==> config.mk <==
export PLATFORM = sky130hd
export DESIGN_NAME = parallel_to_serial
export DESIGN_NICKNAME = d
export VERILOG_FILES = /design/src/rtl/parallel_to_serial.sv
export SDC_FILE = /design/constraint.sdc
export NUM_CORES = 1
export LEC_CHECK = 0
export CORE_MARGIN = 2
export CORE_UTILIZATION = 66
export DETAILED_ROUTE_END_ITERATION = 8
export DONT_BUFFER_PORTS = 1
export PLACE_DENSITY = 0.82
export SLEW_MARGIN = 15
export SYNTH_ARGS = -nofsm -noshare
export SYNTH_HDL_FRONTEND = slang
export SYNTH_SLANG_ARGS = --single-unit
==> constraint.sdc <==
create_clock -name clock -period 2.9 [get_ports clock]
set_clock_uncertainty 0.1 [all_clocks]
set_input_delay 0.87 -clock clock [delete_from_list [all_inputs] [get_ports clock]]
set_output_delay 0.87 -clock clock [all_outputs]
set_load 0.005 [all_outputs]
==> src/rtl/parallel_to_serial.sv <==
// Purpose: parallel word to LSB-first serial stream with per-word width and a word-end marker.
// Latency: bit 0 appears one clock after the word is accepted; bit k follows k clocks later.
// Backpressure: a one-word holding buffer; ready drops while it is full, and the serial side has no stall.
//
// Ports:
//   clock      rising-edge clock
//   reset      asynchronous, active-high reset
//   width      bits per word, sampled with the word (0 or > max_width means max_width)
//   load       producer valid for data/width
//   data       parallel word, bit 0 shifted out first
//   ready      holding buffer empty; the word is taken on an edge with load && ready
//   out        serial bit
//   out_valid  out carries a bit of a word this cycle
//   last       out carries the final bit of the current word
module parallel_to_serial #(
    parameter int max_width = 16,
    localparam int bits = (max_width <= 2)  ? 0 :
                          (max_width <= 4)  ? 1 :
                          (max_width <= 8)  ? 2 :
                          (max_width <= 16) ? 3 :
                          (max_width <= 32) ? 4 :
                          (max_width <= 64) ? 5 : -1
) (
    input  logic                 clock,
    input  logic                 reset,
    input  logic [bits:0]        width,
    input  logic                 load,
    input  logic [max_width-1:0] data,
    output logic                 ready,
    output logic                 out,
    output logic                 out_valid,
    output logic                 last
);

    // One extra bit over the width port so that max_width itself fits
    // in the latched width (the width port encodes max_width as 0).
    localparam int wreg_w = bits + 2;

    typedef enum logic {
        IDLE,
        SHIFT
    } state_t;

    state_t               state;
    logic [max_width-1:0] shreg;
    logic [bits:0]        cnt;
    logic [wreg_w-1:0]    wreg;

    logic                 hold_full;
    logic [max_width-1:0] hold_dat;
    logic [wreg_w-1:0]    hold_w;

    logic                 free;
    logic                 accept;
    logic                 src_vld;
    logic [max_width-1:0] src_dat;
    logic [wreg_w-1:0]    src_w;
    logic [wreg_w-1:0]    cnt_inc;

    // Map the width port onto the number of bits actually sent.
    function automatic logic [wreg_w-1:0] eff_of(input logic [bits:0] w);
        if (w == '0 || int'(w) > max_width)
            return wreg_w'(max_width);
        else
            return wreg_w'(w);
    endfunction

    // ready is a straight register output so the producer never sees a
    // combinational path from its own load back to ready.
    assign ready  = !hold_full;
    assign accept = load && !hold_full;

    // The shifter can take a new word when empty or when showing its last bit.
    assign free   = (state == IDLE) || last;

    assign cnt_inc = {1'b0, cnt} + wreg_w'(1);

    // Next word source: the held word has priority; otherwise the input word
    // can bypass the holding buffer straight into the shifter.
    always_comb begin
        src_vld = 1'b0;
        src_dat = '0;
        src_w   = '0;
        if (hold_full) begin
            src_vld = 1'b1;
            src_dat = hold_dat;
            src_w   = hold_w;
        end else if (load) begin
            src_vld = 1'b1;
            src_dat = data;
            src_w   = eff_of(width);
        end
    end

    always_ff @(posedge clock or posedge reset) begin
        if (reset) begin
            state     <= IDLE;
            shreg     <= '0;
            cnt       <= '0;
            wreg      <= '0;
            hold_full <= 1'b0;
            hold_dat  <= '0;
            hold_w    <= '0;
            out       <= 1'b0;
            out_valid <= 1'b0;
            last      <= 1'b0;
        end else begin
            if (free && src_vld) begin
                // Start a new word: bit 0 goes out now, the rest stays in shreg.
                shreg     <= src_dat >> 1;
                out       <= src_dat[0];
                out_valid <= 1'b1;
                cnt       <= (bits + 1)'(1);
                wreg      <= src_w;
                last      <= (src_w == wreg_w'(1));
                state     <= SHIFT;
                if (hold_full)
                    hold_full <= 1'b0;
            end else if (state == SHIFT && !last) begin
                out   <= shreg[0];
                shreg <= shreg >> 1;
                cnt   <= cnt_inc[bits:0];
                last  <= (cnt_inc == wreg);
            end else if (free) begin
                out       <= 1'b0;
                out_valid <= 1'b0;
                last      <= 1'b0;
                state     <= IDLE;
            end

            // A word accepted while the shifter is busy waits in the holding
            // buffer. Acceptance implies the buffer is empty, so a word can
            // never be held and drained on the same edge.
            if (accept && !free) begin
                hold_full <= 1'b1;
                hold_dat  <= data;
                hold_w    <= eff_of(width);
            end
        end
    end

endmodule

# Yosys cells after proc, flatten, opt, wreduce, memory -nomap -nowiden
# Index checks and enable logic that the tools add are counted.
[op_classes]
n_eq_ne = 3
reduce_logical = 14
addsub = 1
mux = 20
bitwise_logic = 1
[ops]
columns = ["operator", "n"]
rows = [
  ["$mux W16", 4],
  ["$mux W5", 3],
  ["$mux W1", 11],
  ["$mux W4", 2],
  ["$reduce_bool A2 Y1", 3],
  ["$add A4 B1 Y5 const B", 1],
  ["$eq A5 B1 Y1 const B", 1],
  ["$eq A5 B5 Y1", 1],
  ["$logic_and A1 B1 Y1", 4],
  ["$logic_not A4 Y1", 1],
  ["$logic_not A1 Y1", 3],
  ["$reduce_bool A3 Y1", 1],
  ["$ne A2 B2 Y1 const B", 1],
  ["$reduce_and A2 Y1", 1],
  ["$logic_or A1 B1 Y1", 1],
  ["$not A1 Y1", 1],
]
[totals]
in_bits = 23
register_bits = 50
output_inout_bits = 4
word_cells = 48

# Logic depth before layout (Yosys ltp)
[logic_depth]
depth_word = 6
mapped_depth = 6
depth_no_buf = 5

# Worst setup path before layout
# No wires, ideal clock.
[synth_path]
path_kind = "input -> register"
startpoint = "input load"
endpoint = "register out"
cell_stages = 5
slack_ps = 1111
n_path_buf = 2
required_time_ps = 2674
setup_time_ps = 126
arrival_ps = 1564
path_cell_list = "buf_4 nor2b_4 buf_4 a221oi_1 nor2_1"
[synth_via]
elab_chain_cells = 4
[synth_rtl]
columns = ["element", "line_no", "source"]
rows = [
  ["start: declaration", "27", "input logic load,"],
  ["$mux W1", "88", "end else if (load) begin"],
  ["$mux W1", "84", "if (hold_full) begin"],
  ["$logic_and A1 B1 Y1", "108", "if (free && src_vld) begin"],
  ["$reduce_bool A3 Y1 (no line) or $mux W1 (tied branches)", "--", ""],
  ["end signal: assignment", "111", "out <= src_dat[0];"],
  ["end signal: assignment", "120", "out <= shreg[0];"],
  ["end: declaration", "30", "output logic out,"],
]
# Several ways; a longest one is shown, not always the timed one.
# A chain may end at the register's enable or synchronous reset.

# Worst setup path after layout
[layout_path]
startpoint = "register hold_full"
endpoint = "output ready"
[layout_via]
elab_chain_cells = 1
[layout_rtl]
columns = ["element", "line_no", "source"]
rows = [
  ["start: declaration", "49", "logic hold_full;"],
  ["start signal: assignment", "101", "hold_full <= 1'b0;"],
  ["start signal: assignment", "118", "hold_full <= 1'b0;"],
  ["start signal: assignment", "135", "hold_full <= 1'b1;"],
  ["$logic_not A1 Y1", "70", "assign ready = !hold_full;"],
  ["end: declaration", "29", "output logic ready,"],
]
# Every way passes these cells.

==> impl_metrics.py <==
metrics = {
    "floorplan": {
        "start_util": 0.688,
        "coreArea_um2": 3360,
        "io_pins": 27,
        "rows": 21,
        "chipHeight_um": 63.2,
        "chipWidth_um": 63.2,
        "fp.dieArea_um2": 4000,
    },
    "power_and_ir_drop": {
        "p_leak_uw": 0.00110,
        "p_per_area_nw_per_um2": 988,
        "power_uw": 2310,
        "peakVddDrop_v": 0.000632,
    },
    "timing": {
        "setup_violations": 0,
        "report.final.hold_viol_count": 0,
        "maxSlewViolCount": 0,
        "max-slew-margin-rel": 0.515,
        "tns_ps": 0,
        "rsz0062_at_grt": "false",
        "finalCritPeriodShare": 0.811,
        "clock.fmax_ghz": 0.425,
        "tightest_slew_ps": 727,
        "min_period_ps": 2350,
    },
    "placed_design": {
        "place.gp.congestion": 0.783,
        "dpl.hpwl_mm": 3.18,
        "io_buffer_count": 0,
    },
    "outcome": {
        "outcome": "finished, final reports clean",
    },
    "clock_tree": {
        "post_cts_buffers": 0,
        "cts_sinks": 49,
        "cts_buffers": 5,
        "clkLatencyLatePin_ps": 360,
        "cts_root_buf": "clkbuf_4",
        "ctsHoldBuffers": 0,
        "cts_tree": "yes",
        "clkTransAtPathRegs_ps": 130,
        "post_cts_resized": 0,
        "clk_path_buf_depth": 2,
        "htreeDepth": 2,
    },
    "setup_path": {
        "max_stage_delay_ps": 700,
        "crit_type": "reg2out",
        "cp_slowest_cell": "dfrtp_1",
        "critPathMaxFanout": 15,
        "critPathRequiredTime_ps": 1930,
        "cp.arrival_ps": 1380,
        "start_kind": "register",
        "setup.worst_path.end_class": "primary output",
        "crit_chain": "inv_1",
        "cpLargestDelayFamily": "flip-flops",
        "path_buf_inv": 1,
    },
    "layout": {
        "syn_to_final_growth_pct": 0.865,
        "drive_above_1_share": 0.0544,
        "nFillCells": 287,
        "final_common_cell": "nand2_1",
        "layout_common_cells": "66 x nand2_1, 49 x dfrtp_1, 22 x a22oi_1",
        "antenna_cells": 0,
        "nets": 262,
    },
    "worst_hold_path": {
        "hp-class": "reg2reg",
    },
    "synthesis": {
        "syn_avg_cell_area_um2": 9.41,
        "yosysWarnings": 0,
        "ys_ff_latch": 49,
        "synth_area_um2": 2310,
        "ys_types": 35,
        "ys_seq_area_frac": 0.530,
        "syn_inst": 246,
        "synth_nets": 270,
    },
    "global_route": {
        "grt_start_max_net_pins": 50,
        "grt.overflow.total": 0,
        "track_usage": 0.263,
        "antenna_found_initial": 0,
        "grt_pass1_vias": 1649,
        "grt_pass1_wl_mm": 8.05,
    },
    "detailed_routing": {
        "dr.pass1.iters": 4,
        "final_antenna_net_count": 0,
        "wirelength_mm": 4.61,
        "drt_iter0_drc": 166,
        "vias_per_cell": 5.98,
        "routedWlPerCell_um": 16.2,
        "vias": 1705,
        "drc": 0,
    },
    "job": {
        "cap_violations": 0,
    },
}
power breakdown:
part,internal (uW),switching [uW]
logic,382,449
clock network,97.0,203
registers,963,215
total,1440,866
final timing paths:
check | start | to | slack [ps] | depth (start not counted)
min reg2reg | hold_dat[1] | hold_dat[1] | 400 | 2
max in group asynchronous | reset | hold_dat[8] | 1870 | 2
max reg2reg | hold_full | hold_dat[9] | 740 | 5
max | hold_full | ready | 550 | 1
min in group asynchronous | reset | hold_dat[9] | 420 | 2
min | hold_dat[1] | hold_dat[1] | 400 | 2
state kept, by name, indices dropped and copies added, names as in the netlist:
name,flops
shreg,15
hold_full,1
cnt,4
state,1
hold_w,5
hold_dat,16
wreg,5
out,1
last,1
cell usage after synthesis, drive strengths merged:
library cell	count	share of area
nand4	1	0.0027
o21a	1	0.0032
ha	1	0.0054
a31oi	1	0.0027
a21oi	12	0.026
a32oi	1	0.0038
xnor2	3	0.011
nand2b	6	0.016
buf	15	0.042
dfrtp	49	0.53
a221o	2	0.0086
a221oi	1	0.0038
inv	5	0.0081
clkbuf	3	0.0049
nor2b	2	0.012
a2bb2oi	1	0.0038
nand2	66	0.11
o21ai	19	0.041
a22o	1	0.0038
xor2	2	0.0076
nor3	2	0.0092
and2	1	0.0027
or2	1	0.0027
o22ai	6	0.016
mux2i	2	0.0086
and3	6	0.016
nor2	8	0.013
o32ai	1	0.0038
a22oi	22	0.071
nand3	4	0.0086
nor4b	1	0.0038
cell type report:
| cell class | count | area [um2] | area share |
|---|---|---|---|
| flip-flops and latches | 49 | 1230 | 0.525 |
| multi-input cells | 174 | 961 | 0.412 |
| well taps | 46 | 57.6 | 0.0247 |
| clock buffers | 8 | 48.8 | 0.0209 |
| repair buffers | 3 | 22.5 | 0.00965 |
| inverters | 5 | 18.8 | 0.00804 |
cells by family (layout without fill, tap and decap cells):
family	Yosys count	after routing	synth area share
buffers and inverters	23	16	0.0551
multiplexers	2	2	0.00865
flip-flops	49	49	0.530
AO/OA/AOI/OAI	68	68	0.188
AND/OR/NAND/NOR	98	98	0.194
XOR/XNOR	5	5	0.0189
adder cells (fa/ha/maj)	1	1	0.00540
per-layer routing:
metal  share of wire  GRT usage  vias to the layer above
met4           0.014     0.0734                        0
met1            0.47      0.396                      813
met5               0          0                        -
li1                -          -                      839
met2            0.46      0.375                       47
met3           0.065     0.0768                        6
through the flow:
stage	instances	instance area (um2)	utilization	hold slack, ps	setup WS [ps]
final	285	2330	0.694	396	547
after global routing	285	2330	0.694	421	468
after CTS	285	2330	0.694	399	544
after detailed placement	277	2290	0.680	366	712
after global placement	277	2290	0.680	358	758
after floorplan	246	2310	-	346	757
(Power assumes the default switching activity.)
